## config.mk

```make
export PLATFORM = sky130hd
export DESIGN_NAME = text_plane_scheduler
export DESIGN_NICKNAME = d
export VERILOG_FILES = /design/src/rtl/text_plane_scheduler.sv
export SDC_FILE = /design/constraint.sdc
export NUM_CORES = 1
export LEC_CHECK = 0
export BUFFER_PORTS_ARGS = -buffer_cell sky130_fd_sc_hd__buf_2
export CAP_MARGIN = 20
export CORE_MARGIN = 2
export CORE_UTILIZATION = 56
export CTS_CLUSTER_SIZE = 24
export DETAILED_ROUTE_END_ITERATION = 7
export PLACE_DENSITY_LB_ADDON = 0.15
export SLEW_MARGIN = 20
export SYNTH_ARGS = -nofsm -noshare
export SYNTH_HDL_FRONTEND = slang
export SYNTH_SLANG_ARGS = --single-unit
```

## constraint.sdc

```tcl
create_clock -name CLOCK_50 -period 2.7 [get_ports CLOCK_50]
set_clock_uncertainty 0.1 [all_clocks]
set_input_delay 0.405 -clock CLOCK_50 [delete_from_list [all_inputs] [get_ports CLOCK_50]]
set_output_delay 0.405 -clock CLOCK_50 [all_outputs]
set_load 0.005 [all_outputs]
```

## src/rtl/text_plane_scheduler.sv

```systemverilog
// text_plane_scheduler: owns the 160x120 plot port. A free-running sweep
// presents every pixel once per frame; three 16-cell text rows are rendered
// from an internal cell buffer through an external combinational glyph ROM.
// Cells are written one at a time or bulk-cleared by a small two-state FSM.
//
// Pipeline: stage 0 = sweep counters plus cell lookup, stage 1 = glyph
// address register (drives glyph_*), stage 2 = plot register (drives vga_*).
//
// Handshake: there is no ready/valid flow control. wr_en is a one-cycle
// strobe, accepted only while clr_busy is low, clr_req is low and the
// row/column address is in range; otherwise it is dropped. clr_req is
// accepted only while clr_busy is low, and it beats a coincident wr_en.
module text_plane_scheduler #(
  parameter int COLS   = 16,
  parameter int ROW0_Y = 0,
  parameter int ROW1_Y = 20,
  parameter int ROW2_Y = 80,
  parameter int H_RES  = 160,
  parameter int V_RES  = 120
) (
  input  logic       CLOCK_50,
  input  logic       resetn,
  input  logic       wr_en,
  input  logic [1:0] wr_row,
  input  logic [3:0] wr_col,
  input  logic [3:0] wr_code,
  input  logic       wr_enable,
  input  logic       clr_req,
  output logic       clr_busy,
  input  logic [2:0] fg_colour,
  output logic [3:0] glyph_code,
  output logic [2:0] glyph_x,
  output logic [3:0] glyph_y,
  input  logic       glyph_pixel,
  output logic [7:0] vga_x,
  output logic [6:0] vga_y,
  output logic [2:0] vga_colour,
  output logic       vga_plot,
  output logic       frame_done
);

  localparam int         NCELLS   = 3 * COLS;
  localparam logic [5:0] LAST_IDX = 6'(NCELLS - 1);
  localparam logic [7:0] X_LAST   = 8'(H_RES - 1);
  localparam logic [6:0] Y_LAST   = 7'(V_RES - 1);
  localparam logic [6:0] R0_LO    = 7'(ROW0_Y);
  localparam logic [6:0] R1_LO    = 7'(ROW1_Y);
  localparam logic [6:0] R2_LO    = 7'(ROW2_Y);
  localparam logic [4:0] COLS_N   = 5'(COLS);

  localparam logic [0:0] ST_IDLE  = 1'b0;
  localparam logic [0:0] ST_CLEAR = 1'b1;

  // Cell word: {enable, code}
  logic [4:0] cell_q [NCELLS];

  logic [0:0] state_q, state_d;
  logic [5:0] clr_idx_q, clr_idx_d;

  logic [7:0] x_q, x_d;
  logic [6:0] y_q, y_d;

  logic       s1_valid_q, s1_show_q;
  logic [7:0] s1_x_q;
  logic [6:0] s1_y_q;
  logic [3:0] glyph_code_q;
  logic [2:0] glyph_x_q;
  logic [3:0] glyph_y_q;

  logic [7:0] vga_x_q;
  logic [6:0] vga_y_q;
  logic [2:0] vga_colour_q;
  logic       vga_plot_q, frame_done_q;

  // Stage-0 lookup signals
  logic [6:0] dy0, dy1, dy2;
  logic       row_hit, hit_d;
  logic [1:0] row_sel;
  logic [3:0] gy_d;
  logic [4:0] col;
  logic [5:0] rd_idx;
  logic [4:0] rd_cell;

  // Write decode signals
  logic       wr_ok;
  logic [5:0] wr_idx;

  // Next-state of the sweep: x every cycle, y on x wrap, both wrap at the frame end
  always_comb begin
    x_d = x_q + 8'd1;
    y_d = y_q;
    if (x_q == X_LAST) begin
      x_d = 8'd0;
      y_d = (y_q == Y_LAST) ? 7'd0 : y_q + 7'd1;
    end
  end

  // Hit test: row by band offset (wraps large when above the band), column by x/8
  always_comb begin
    dy0     = y_q - R0_LO;
    dy1     = y_q - R1_LO;
    dy2     = y_q - R2_LO;
    row_hit = 1'b0;
    row_sel = 2'd0;
    gy_d    = 4'd0;
    if (dy0[6:4] == 3'd0) begin
      row_hit = 1'b1;
      row_sel = 2'd0;
      gy_d    = dy0[3:0];
    end else if (dy1[6:4] == 3'd0) begin
      row_hit = 1'b1;
      row_sel = 2'd1;
      gy_d    = dy1[3:0];
    end else if (dy2[6:4] == 3'd0) begin
      row_hit = 1'b1;
      row_sel = 2'd2;
      gy_d    = dy2[3:0];
    end
    col     = x_q[7:3];
    hit_d   = row_hit && (col < COLS_N);
    rd_idx  = 6'(int'(row_sel) * COLS + int'(col));
    rd_cell = hit_d ? cell_q[rd_idx] : 5'd0;
  end

  // Write acceptance: idle, no competing clear, address inside the buffer
  always_comb begin
    wr_ok  = (state_q == ST_IDLE) && !clr_req && wr_en &&
             (wr_row != 2'd3) && ({1'b0, wr_col} < COLS_N);
    wr_idx = 6'(int'(wr_row) * COLS + int'(wr_col));
  end

  // Clear FSM: walk every cell index once, then fall back to idle
  always_comb begin
    state_d   = state_q;
    clr_idx_d = clr_idx_q;
    case (state_q)
      ST_IDLE: begin
        if (clr_req) begin
          state_d   = ST_CLEAR;
          clr_idx_d = 6'd0;
        end
      end
      ST_CLEAR: begin
        if (clr_idx_q == LAST_IDX) begin
          state_d   = ST_IDLE;
          clr_idx_d = 6'd0;
        end else begin
          clr_idx_d = clr_idx_q + 6'd1;
        end
      end
      default: begin
        state_d   = ST_IDLE;
        clr_idx_d = 6'd0;
      end
    endcase
  end

  // Clear FSM and sweep registers
  always_ff @(posedge CLOCK_50 or negedge resetn) begin
    if (!resetn) begin
      state_q   <= ST_IDLE;
      clr_idx_q <= 6'd0;
      x_q       <= 8'd0;
      y_q       <= 7'd0;
    end else begin
      state_q   <= state_d;
      clr_idx_q <= clr_idx_d;
      x_q       <= x_d;
      y_q       <= y_d;
    end
  end

  // Cell buffer: clear has priority; a same-cycle sweep read sees the old word
  always_ff @(posedge CLOCK_50 or negedge resetn) begin
    if (!resetn) begin
      for (int i = 0; i < NCELLS; i++) cell_q[i] <= 5'd0;
    end else if (state_q == ST_CLEAR) begin
      cell_q[clr_idx_q] <= 5'd0;
    end else if (wr_ok) begin
      cell_q[wr_idx] <= {wr_enable, wr_code};
    end
  end

  // Stage 1: glyph address and carried coordinates
  always_ff @(posedge CLOCK_50 or negedge resetn) begin
    if (!resetn) begin
      s1_valid_q   <= 1'b0;
      s1_show_q    <= 1'b0;
      s1_x_q       <= 8'd0;
      s1_y_q       <= 7'd0;
      glyph_code_q <= 4'd0;
      glyph_x_q    <= 3'd0;
      glyph_y_q    <= 4'd0;
    end else begin
      s1_valid_q   <= 1'b1;
      s1_show_q    <= hit_d && rd_cell[4];
      s1_x_q       <= x_q;
      s1_y_q       <= y_q;
      glyph_code_q <= hit_d ? rd_cell[3:0] : 4'd0;
      glyph_x_q    <= hit_d ? x_q[2:0] : 3'd0;
      glyph_y_q    <= hit_d ? gy_d : 4'd0;
    end
  end

  // Stage 2: plot every pixel, lit glyph pixels in fg_colour, others black
  always_ff @(posedge CLOCK_50 or negedge resetn) begin
    if (!resetn) begin
      vga_x_q      <= 8'd0;
      vga_y_q      <= 7'd0;
      vga_colour_q <= 3'd0;
      vga_plot_q   <= 1'b0;
      frame_done_q <= 1'b0;
    end else begin
      vga_x_q      <= s1_x_q;
      vga_y_q      <= s1_y_q;
      vga_colour_q <= (s1_show_q && glyph_pixel) ? fg_colour : 3'd0;
      vga_plot_q   <= s1_valid_q;
      frame_done_q <= s1_valid_q && (s1_x_q == X_LAST) && (s1_y_q == Y_LAST);
    end
  end

  assign clr_busy   = (state_q == ST_CLEAR);
  assign glyph_code = glyph_code_q;
  assign glyph_x    = glyph_x_q;
  assign glyph_y    = glyph_y_q;
  assign vga_x      = vga_x_q;
  assign vga_y      = vga_y_q;
  assign vga_colour = vga_colour_q;
  assign vga_plot   = vga_plot_q;
  assign frame_done = frame_done_q;

endmodule

```

# Word level (Yosys, flattened, before mapping)
# Cells that the tools add are included.
# word_totals
ff_bits	310
in_bits	19
output_inout_bits	32
wordCells	137
# classes
n_addsub	7
n_lt_le_gt_ge	6
n_eq_ne	7
mux	32
n_bitwise	6
reduce_logical	15
# ops
operator	count
$mux W240	2
$and A240 B240 Y240	1
$bwmux W240	1
$not A240 Y240	1
$demux W5 S6	2
$bmux W5 S6	1
$mux W5	5
$ge A7 B7 Y1 const B	3
$not A6 Y7	3
$mux W4	5
$eq A8 B8 Y1 const B	2
$eq A7 B7 Y1 const B	2
$lt A7 B1 Y1 const B	2
$mux W6	2
$pmux W6 S2	1
$logic_and A1 B1 Y1	10
$logic_not A3 Y1	3
$add A8 B1 Y8 const B	1
$mux W8	1
$add A7 B1 Y7 const B	1
$mux W7	1
$sub A7 B5 Y7 const B	1
$sub A7 B7 Y7 const B	1
$add A6 B1 Y6 const B	1
other kinds (12)	20

# Depth between registers and ports, before layout
# Gate-level depths: netlist (run 1).
# logic_depth
depth_word	12
depth_mapped	12
mapped_depth_nobuf	10

# Worst setup path after synthesis (run 1)
# Ideal clock, no wire load.
# synth_path
kind	register to register
startpoint	register y_q[3]
endpoint	register glyph_code_q[1] (netlist: glyph_code[1])
setup_time_ns	0.087
arrival_ns	2.394
required_ns	2.513
setup_slack_ns	0.120
path_stages_with_launch	12
n_path_buf	2
synth_period_minus_slack_ns	2.580
cell_sequence	dfrtp_1 -> buf_2 -> inv_1 -> ha_1 -> nand2b_1 -> or3_1 -> a21oi_1 -> ha_1 -> clkbuf_1 -> nor3_1 -> a22oi_1 -> o211ai_1
# synth_between
elab_chain_len	12
elab_cells_between_ends	18
cone_classes	add/sub (3); mux (11); bitwise (1); reduce/logical (3)
# synth_lines
item	line_no	source
start, declared	61	logic [6:0] y_q, y_d;
start signal, assigned	169	y_q <= y_d;
$sub A7 B7 Y7	102	dy2 = y_q - R2_LO;
$logic_not A3 Y1	114	end else if (dy2[6:4] == 3'd0) begin
$mux W2	114	
$mux W2	110	end else if (dy1[6:4] == 3'd0) begin
$mux W2	106	if (dy0[6:4] == 3'd0) begin
$add A6 B5 Y6	121	rd_idx = 6'(int'(row_sel) * COLS + int'(col));
$not A6 Y7 (not written as such)	122	rd_cell = hit_d ? cell_q[rd_idx] : 5'd0;
$bmux W5 S6	122	
$mux W5 (not written as such) (2 in a row)	122	
$mux W5	122	
$mux W4 *	199	glyph_code_q <= hit_d ? rd_cell[3:0] : 4'd0;
end signal, assigned	199	
end, declared	66	logic [3:0] glyph_code_q;
# Every way passes the cells marked *; elsewhere a longest branch is shown, timed or not. The select of a mux whose other input is x is not followed.
# A chain may end at the register's enable or synchronous reset.

# Worst setup path in the final report (run 1)
# layout_path
startpoint	register y_q[2]
endpoint	register glyph_code_q[1] (netlist: glyph_code[1])
# Same word-level chain as after synthesis.

==> results of run 1 <==
-- cells in the mapped netlist, types with 4 or more instances --
cell type,count,area (um^2)
mux2_2,24,270
a22oi_1,5,37.5
nor2_4,8,90.1
nor3_1,9,45.0
a31oi_1,11,68.8
and3_1,7,43.8
or3_1,4,25.0
a21oi_1,48,240
nor2b_1,8,50.1
nand2_1,44,165
mux2i_1,5,50.1
xor2_1,4,35.0
and2_1,8,50.1
buf_2,16,80.1
o22ai_1,17,106
inv_1,5,18.8
ha_1,8,100
clkbuf_1,36,135
xnor2_1,5,43.8
o21ai_0,21,105
buf_4,8,60.1
nor2_2,27,169
mux4_2,47,1060
dfrtp_1,310,7760
nand3_1,13,65.1
nor2_1,51,191
a22o_1,238,2080
nand2b_1,9,56.3
nor4_1,7,43.8
nand3b_1,6,45.0
nand4_1,5,31.3
-- worst max path at each step --
stage	start	endpoint	slack, ns	cells past startpoint
finish	y_q[2]	glyph_code[1]	0.10	9
global placement	y_q[2]	glyph_code[3]	0.22	9
floorplan	y_q[3]	glyph_code[1]	0.12	11
CTS	y_q[2]	glyph_code[3]	0.02	9
detailed placement	y_q[2]	glyph_code[3]	0.07	9
global route	y_q[2]	glyph_code[1]	-0.02	10
-- per-stage QoR --
step                      total power [mW]  setup TNS (ns)  hold slack [ns]  std cells  util (%)
final                                 10.9               0           0.0393       1493      65.6
after global routing                  11.2         -0.0223           0.0345       1493      65.6
after CTS                             10.9               0           0.0318       1493      65.5
after detailed placement              6.18               0            0.225       1430      60.7
after global placement                6.17               0            0.223       1430      60.7
after floorplan                       5.62               0          0.00941       1058         -
-- state kept, by name (all words and copies together) (netlist names), 3 cells and up --
name	count
cell_q	240
s1_x_q	8
vga_x	8
x_q	8
s1_y_q	7
vga_y	7
y_q	7
clr_idx_q	6
glyph_code	4
glyph_y	4
glyph_x	3
vga_colour	3
-- cell usage in the layout (no fill, tap or decap), types with 4 or more instances in the layout --
master / netlist / final
mux2_2: 24 / 24
xor2_1: 4 / 4
nor2_2: 27 / 27
o21ai_0: 21 / 21
clkbuf_16: 0 / 37
buf_12: 0 / 9
o22ai_1: 17 / 17
nor3_1: 9 / 9
clkbuf_8: 0 / 9
buf_2: 16 / 49
inv_1: 5 / 5
nand4_1: 5 / 5
clkinv_2: 0 / 6
nor2_4: 8 / 8
and2_1: 8 / 8
nor2_1: 51 / 51
or3_1: 4 / 4
ha_1: 8 / 7
mux2i_1: 5 / 5
nor4_1: 7 / 5
clkbuf_1: 36 / 5
and3_1: 7 / 7
a22oi_1: 5 / 5
dfrtp_1: 310 / 308
nand3b_1: 6 / 6
nand2b_1: 9 / 9
mux4_2: 47 / 47
nand3_1: 13 / 13
a22o_1: 238 / 238
a21oi_1: 48 / 47
xnor2_1: 5 / 5
nand2_1: 44 / 44
nor2b_1: 8 / 8
a31oi_1: 11 / 11
buf_4: 8 / 54
-- layout make-up --
| type | count | area share (%) |
|---|---|---|
| clock inverter | 11 | 0.576 |
| multi-input combinational | 677 | 35.7 |
| inverter | 6 | 0.142 |
| tap | 324 | 2.56 |
| timing repair buffer | 114 | 5.40 |
| clock buffer | 51 | 6.74 |
| sequential | 310 | 48.9 |
-- power groups by stage --
stage	Clock, mW	Combinational [mW]	Sequential (mW)
global placement	0	1.15	5.02
CTS	4.79	1.17	4.94
floorplan	0	0.679	4.95
detailed placement	0	1.16	5.02
finish	4.74	1.19	4.95
global route	4.99	1.27	4.96
-- cell families after synthesis --
kind of cell | count (synthesis)
adder cells (fa/ha/maj) | 8
multiplexers | 76
buffers and inverters | 71
flip-flops | 310
other | 1
AND/OR/NAND/NOR | 228
AO/OA/AOI/OAI | 355
XOR/XNOR | 9
-- worst register-to-register path, delay by kind of cell (launching register included) --
family | cells | cell delay (ns)
fa+ha+maj | 2 | 0.62
buf+inv | 1 | 0.07
simple gates | 3 | 0.83
flops | 1 | 0.35
compound gates | 3 | 0.56
-- timing repair --
action                                 4_1_cts  5_1_grt
setup endpoints to repair                    0        5
hold buffers                                 1        0
endpoints found under the hold margin       38        0
setup buffers                                0        0
resized for setup                            0        5
-- per-layer routing --
metal | vias to the layer above | share of wire, % | routed length [um] | track usage (%)
met5 | - | 0 | 0 | 0
li1 | 4260 | - | - | -
met2 | 446 | 46 | 17500 | 45.9
met3 | 78 | 7.7 | 2960 | 5.58
met1 | 5158 | 43 | 16600 | 45.1
met4 | 0 | 3.1 | 1200 | 9.66
==> out/results.ini, run 1 <==
[synthesis]
synthArstFlopShare_pct=100
syn-num-nets=1085
yosys_warnings=0
synthMuxAreaShare_pct=10.0
synth-compound-area-share_pct=20.2
synth-adder-area-share_pct=0.729
yosysSeqAreaShare_pct=56.5
netlist_area_um2=13700
synth_edf_count=0
synth_top_family_by_area=compound AO/OA/AOI/OAI gates
synthFlopType=dfrtp_1
yosys.area_share.simple_pct=9.44
synth.avg_cell_area_um2=13.0
netlist-cell-type-count=61
synthXorXnorAreaFrac_pct=0.574
netlist_instances=1058
synth-seq-cells=310

[worst_hold_path]
hold_class=in2reg
hp-start=fg_colour[1]
hold_depth=2
hold_path_end=vga_colour[1]

[setup_path]
reg2reg_to=glyph_code[1]
cp-start-kind=register
rr_worst_depth=9
slowest_stage=ha_2
crit_arrival_ns=2.91
reg2reg_slack_ns=0.10
worst-path-max-fanout=11
end_kind=register
path_buf_inv=1
path_class=reg2reg
required_ns=3.01
timing.rr.start=y_q[2]
path_delay_family=simple AND/OR/NAND/NOR gates
path_cells=inv_1, ha_1, nand2b_1, or3_1, a21oi_2, ha_2, nor3_1, a22oi_1, o211ai_1
max_stage_delay_ns=0.39

[power_and_ir_drop]
pwr-share-clk_pct=43.6
switching_share_pct=26.6
pwr-share-seq_pct=45.5
p_int_mw=7.98
ir_worst_vdd_mv=0.439
leakagePower_nw=7.30
combPwrFrac_pct=10.9
p_sw_mw=2.90
p_per_area_nw_per_um2=686

[route]
routed_wl_um=38200
drt_pass1_iterations=5
antenna_left=0
drc_errors=0
wl_per_cell_um=25.6
num_vias=9942
drt_iter0_drc=1027
vias_per_cell=6.66

[clock_tree]
cts_tree=yes
clk_pin_slew_ns=0.06
cts.path.max_buffers=3
clock_latency_ns=0.52
cts.sinks=310
cts_buffers=34
htreeDepth=2
cts-root-buf=clkbuf_16

[timing]
worst_slew_pin_slew_ns=1.02
hold_viol=0
finalSetupViolCount=0
layout_setup_ws_ns=0.100
fin_crit_sh_pct=96.3
min_period_ns=2.60
max_freq_ghz=0.385
slew_viol_final=0
max-slew-margin-rel_pct=31.5

[finish]
syn_to_final_growth_pct=15.5
seq_area_um2=7760
multiInputGateArea_um2=5660
drive_above_1_share_pct=25.1
diodes=0
fillers=1773
fin_nets=1170
final_area_um2=15900

[run_status]
outcome=finished clean

[grt]
antenna_found_initial=0
grt_first_pass_wirelength_um=59500
grtUsageTotal_pct=30.3
grt_max_degree=62
gr-total-overflow=0
grt_pass1_vias=9575

[die]
core_um2=24200
io-pin-count=51
die_x_um=161
rows=57
start_util_pct=56.8
fp.dieArea_um2=25800
die_h_um=161

[placed_design]
io_buffers=50
place_congestion=0.934
place_ws_ns=0.0718
placed_cell_area_um2=14700
dp_hpwl_um=25500

[job]
maxCapViolCount=0

Power figures use the tool's default switching activity.
==> run 2, diff against run 1 <==
--- a/config.mk
+++ b/config.mk
@@ -8,7 +8,7 @@
 export BUFFER_PORTS_ARGS = -buffer_cell sky130_fd_sc_hd__buf_2
 export CAP_MARGIN = 20
 export CORE_MARGIN = 2
-export CORE_UTILIZATION = 56
+export CORE_UTILIZATION = 65
 export CTS_CLUSTER_SIZE = 24
 export DETAILED_ROUTE_END_ITERATION = 7
 export PLACE_DENSITY_LB_ADDON = 0.15
==> constraint.sdc (replaced) <==
create_clock -name CLOCK_50 -period 3.1 [get_ports CLOCK_50]
set_clock_uncertainty 0.1 [all_clocks]
set_input_delay 0.465 -clock CLOCK_50 [delete_from_list [all_inputs] [get_ports CLOCK_50]]
set_output_delay 0.465 -clock CLOCK_50 [all_outputs]
set_load 0.005 [all_outputs]
==> run 2 against run 1 <==
Core utilization rose by 8.1 points. First-iteration DRC count down 2.8%. Fmax down 7.7%. Combinational power down 18%. Critical path type unchanged. Sequential share of layout area increased by 1.5 points. Power decreased by 16%. Clock power is 19% lower. Non-clock buffer count down 30.
==> out/results.ini, run 2 (synthesized netlist as in run 1, its figures left out) <==
[setup_path]
end_kind=register  ; unchanged
crit_top_cell=ha_1
max_stage_delay_ns=0.48  ; was 0.39 ns
path_cells=inv_1, ha_1, nor4b_1, o21ai_0, a21oi_2, ha_1, o221ai_1, or3_1, a21oi_1  ; was inv_1, ha_1, nand2b_1, or3_1, a21oi_2, ha_2, nor3_1, a22oi_1, o211ai_1
required_ns=3.48  ; was 3.01 ns
worst-path-max-fanout=11  ; unchanged
cp-start-kind=register  ; unchanged
path_class=reg2reg  ; unchanged
crit_arrival_ns=3.20  ; was 2.91 ns
slowest_stage=dfrtp_1  ; was ha_2

[grt]
grt_pass1_vias=9769  ; was 9575
grtUsageTotal_pct=34.1  ; was 30.3%
grt_first_pass_wirelength_um=57400  ; was 59500 um
antenna_found_initial=0  ; unchanged
gr-total-overflow=0  ; unchanged
grt_max_degree=70  ; was 62

[power_and_ir_drop]
leakagePower_nw=7.08  ; was 7.30 nW
p_sw_mw=2.43  ; was 2.90 mW
p_per_area_nw_per_um2=594  ; was 686 nW/um^2
pwr-share-seq_pct=47.4  ; was 45.5%
switching_share_pct=26.5  ; was 26.6%
power.total_mw=9.15  ; was 10.9 mW
pwr-share-clk_pct=41.9  ; was 43.6%
combPwrFrac_pct=10.7  ; was 10.9%
ir_worst_vdd_mv=0.592  ; was 0.439 mV
p_int_mw=6.72  ; was 7.98 mW

[route]
routed_wl_um=36500  ; was 38200 um
drt_pass1_iterations=6  ; was 5
wl_per_cell_um=25.9  ; was 25.6 um
drc_errors=0  ; unchanged
antenna_left=0  ; unchanged
drt_iter0_drc=998  ; was 1027
num_vias=9883  ; was 9942
vias_per_cell=7.02  ; was 6.66

[timing]
finalSetupTns_ns=0  ; unchanged
worst_slew_pin_slew_ns=0.856  ; was 1.02 ns
finalSetupViolCount=0  ; unchanged
min_period_ns=2.82  ; was 2.60 ns
max_freq_ghz=0.355  ; was 0.385 GHz
slew_viol_final=0  ; unchanged
fin_crit_sh_pct=90.8  ; was 96.3%
max-slew-margin-rel_pct=41.5  ; was 31.5%
rsz0062_at_grt=no
hold_viol=0  ; unchanged

[die]
core_um2=20900  ; was 24200 um^2
fp.dieArea_um2=22300  ; was 25800 um^2
io-pin-count=51  ; unchanged
die_h_um=149  ; was 161 um
rows=53  ; was 57
start_util_pct=65.7  ; was 56.8%
die_x_um=149  ; was 161 um

[job]
maxCapViolCount=0  ; unchanged

[finish]
top_register=cell_q  ; unchanged
layout_common_cells=308 x dfrtp_1, 238 x a22o_1, 51 x nor2_1, 48 x buf_2  ; was 308 x dfrtp_1, 238 x a22o_1, 54 x buf_4, 51 x nor2_1, 49 x buf_2
syn_to_final_growth_pct=12.1  ; was 15.5%
final_common_cell=dfrtp_1  ; unchanged
drive_above_1_share_pct=22.3  ; was 25.1%
fillers=1368  ; was 1773
final_util_pct=73.7  ; was 65.6%
fin_nets=1137  ; was 1170
largest_reg_flops=240  ; unchanged
diodes=0  ; unchanged

[clock_tree]
cts_tree=yes  ; unchanged
cts-root-buf=clkbuf_16  ; unchanged
clk_pin_slew_ns=0.06  ; about the same
post_cts_buffers=0  ; unchanged
clock_latency_ns=0.55  ; was 0.52 ns
cts.path.max_buffers=3  ; unchanged
htreeDepth=1  ; was 2
cts.sinks=310  ; unchanged
cts_buffers=31  ; was 34

[placed_design]
dp_hpwl_um=23900  ; was 25500 um
io_buffers=50  ; unchanged
place_congestion=0.948  ; was 0.934

[run_status]
outcome=finished clean  ; unchanged

[worst_hold_path]
hold_class=in2reg  ; unchanged

## run 2: cell types whose count changed in the layout (fill, tap and decap cells not counted), sizes merged
cell / change
clkbuf: -10
clkinv: +1
bufinv: +3
buf: -30
## run 2: cell type report
| class | count | area (um^2) | area share (%) |
|---|---|---|---|
| Clock buffer | 41 | 853 | 5.54 |
| Clock inverter | 15 | 183 | 1.19 |
| Inverter | 6 | 22.5 | 0.146 |
| Multi-Input combinational cell | 677 | 5640 | 36.6 |
| Sequential cell | 310 | 7760 | 50.4 |
| Tap cell | 275 | 344 | 2.23 |
| Timing Repair Buffer | 84 | 596 | 3.87 |
## run 2: routing by layer
metal / track usage (%) / vias to the layer above / wire, um
met3: 6.36 / 103 / 3260
li1: - / 4196 / -
met5: 0 / - / 0
met4: 13.3 / 0 / 1720
met1: 50.3 / 5035 / 15200
met2: 51.0 / 549 / 16400
## run 2: repair_timing
action | in CTS | in global routing
resized for setup | 0 | 1
hold endpoints to repair | 64 | 0
endpoints found under the setup margin | 0 | 2
hold buffers | 1 | 0
## run 2: path summary, 6_finish.rpt
check	start	end	slack, ns	cells after the start
worst min-delay path	fg_colour[1]	vga_colour[1]	0.07	2
worst min register to register	s1_x_q[1]	vga_x[1]	0.28	0
worst max-delay path	y_q[2]	glyph_code[3]	0.28	9
min in group asynchronous	resetn	cell_q[11]	0.36	2
max in group asynchronous	resetn	cell_q[153]	1.69	3
worst max register to register	y_q[2]	glyph_code[3]	0.28	9
## run 2: through the flow
step	hold WS [ns]	instance area (um^2)	cells	setup WS (ns)
after global placement	0.257	14300	1351	0.302
after detailed placement	0.259	14300	1351	0.248
final	0.0709	15400	1408	0.285
after global routing	0.0696	15400	1408	0.0640
after floorplan	0.0694	13700	1058	0.520
after CTS	0.0712	15400	1408	0.235
## run 2: critical path: cells and delay by family (launching register included)
family          cells  cell delay (ns)
fa+ha+maj           2             0.60
buf+inv             1             0.11
compound gates      4             0.69
flops               1             0.48
simple gates        2             0.76
## run 2: power groups by stage
stage               Clock (mW)  Sequential [mW]  Combinational [mW]
finish                    3.83             4.34               0.981
global route              4.01             4.35                1.05
CTS                       3.85             4.33               0.955
detailed placement           0             4.40               0.942
global placement             0             4.40               0.930
floorplan                    0             4.31               0.592
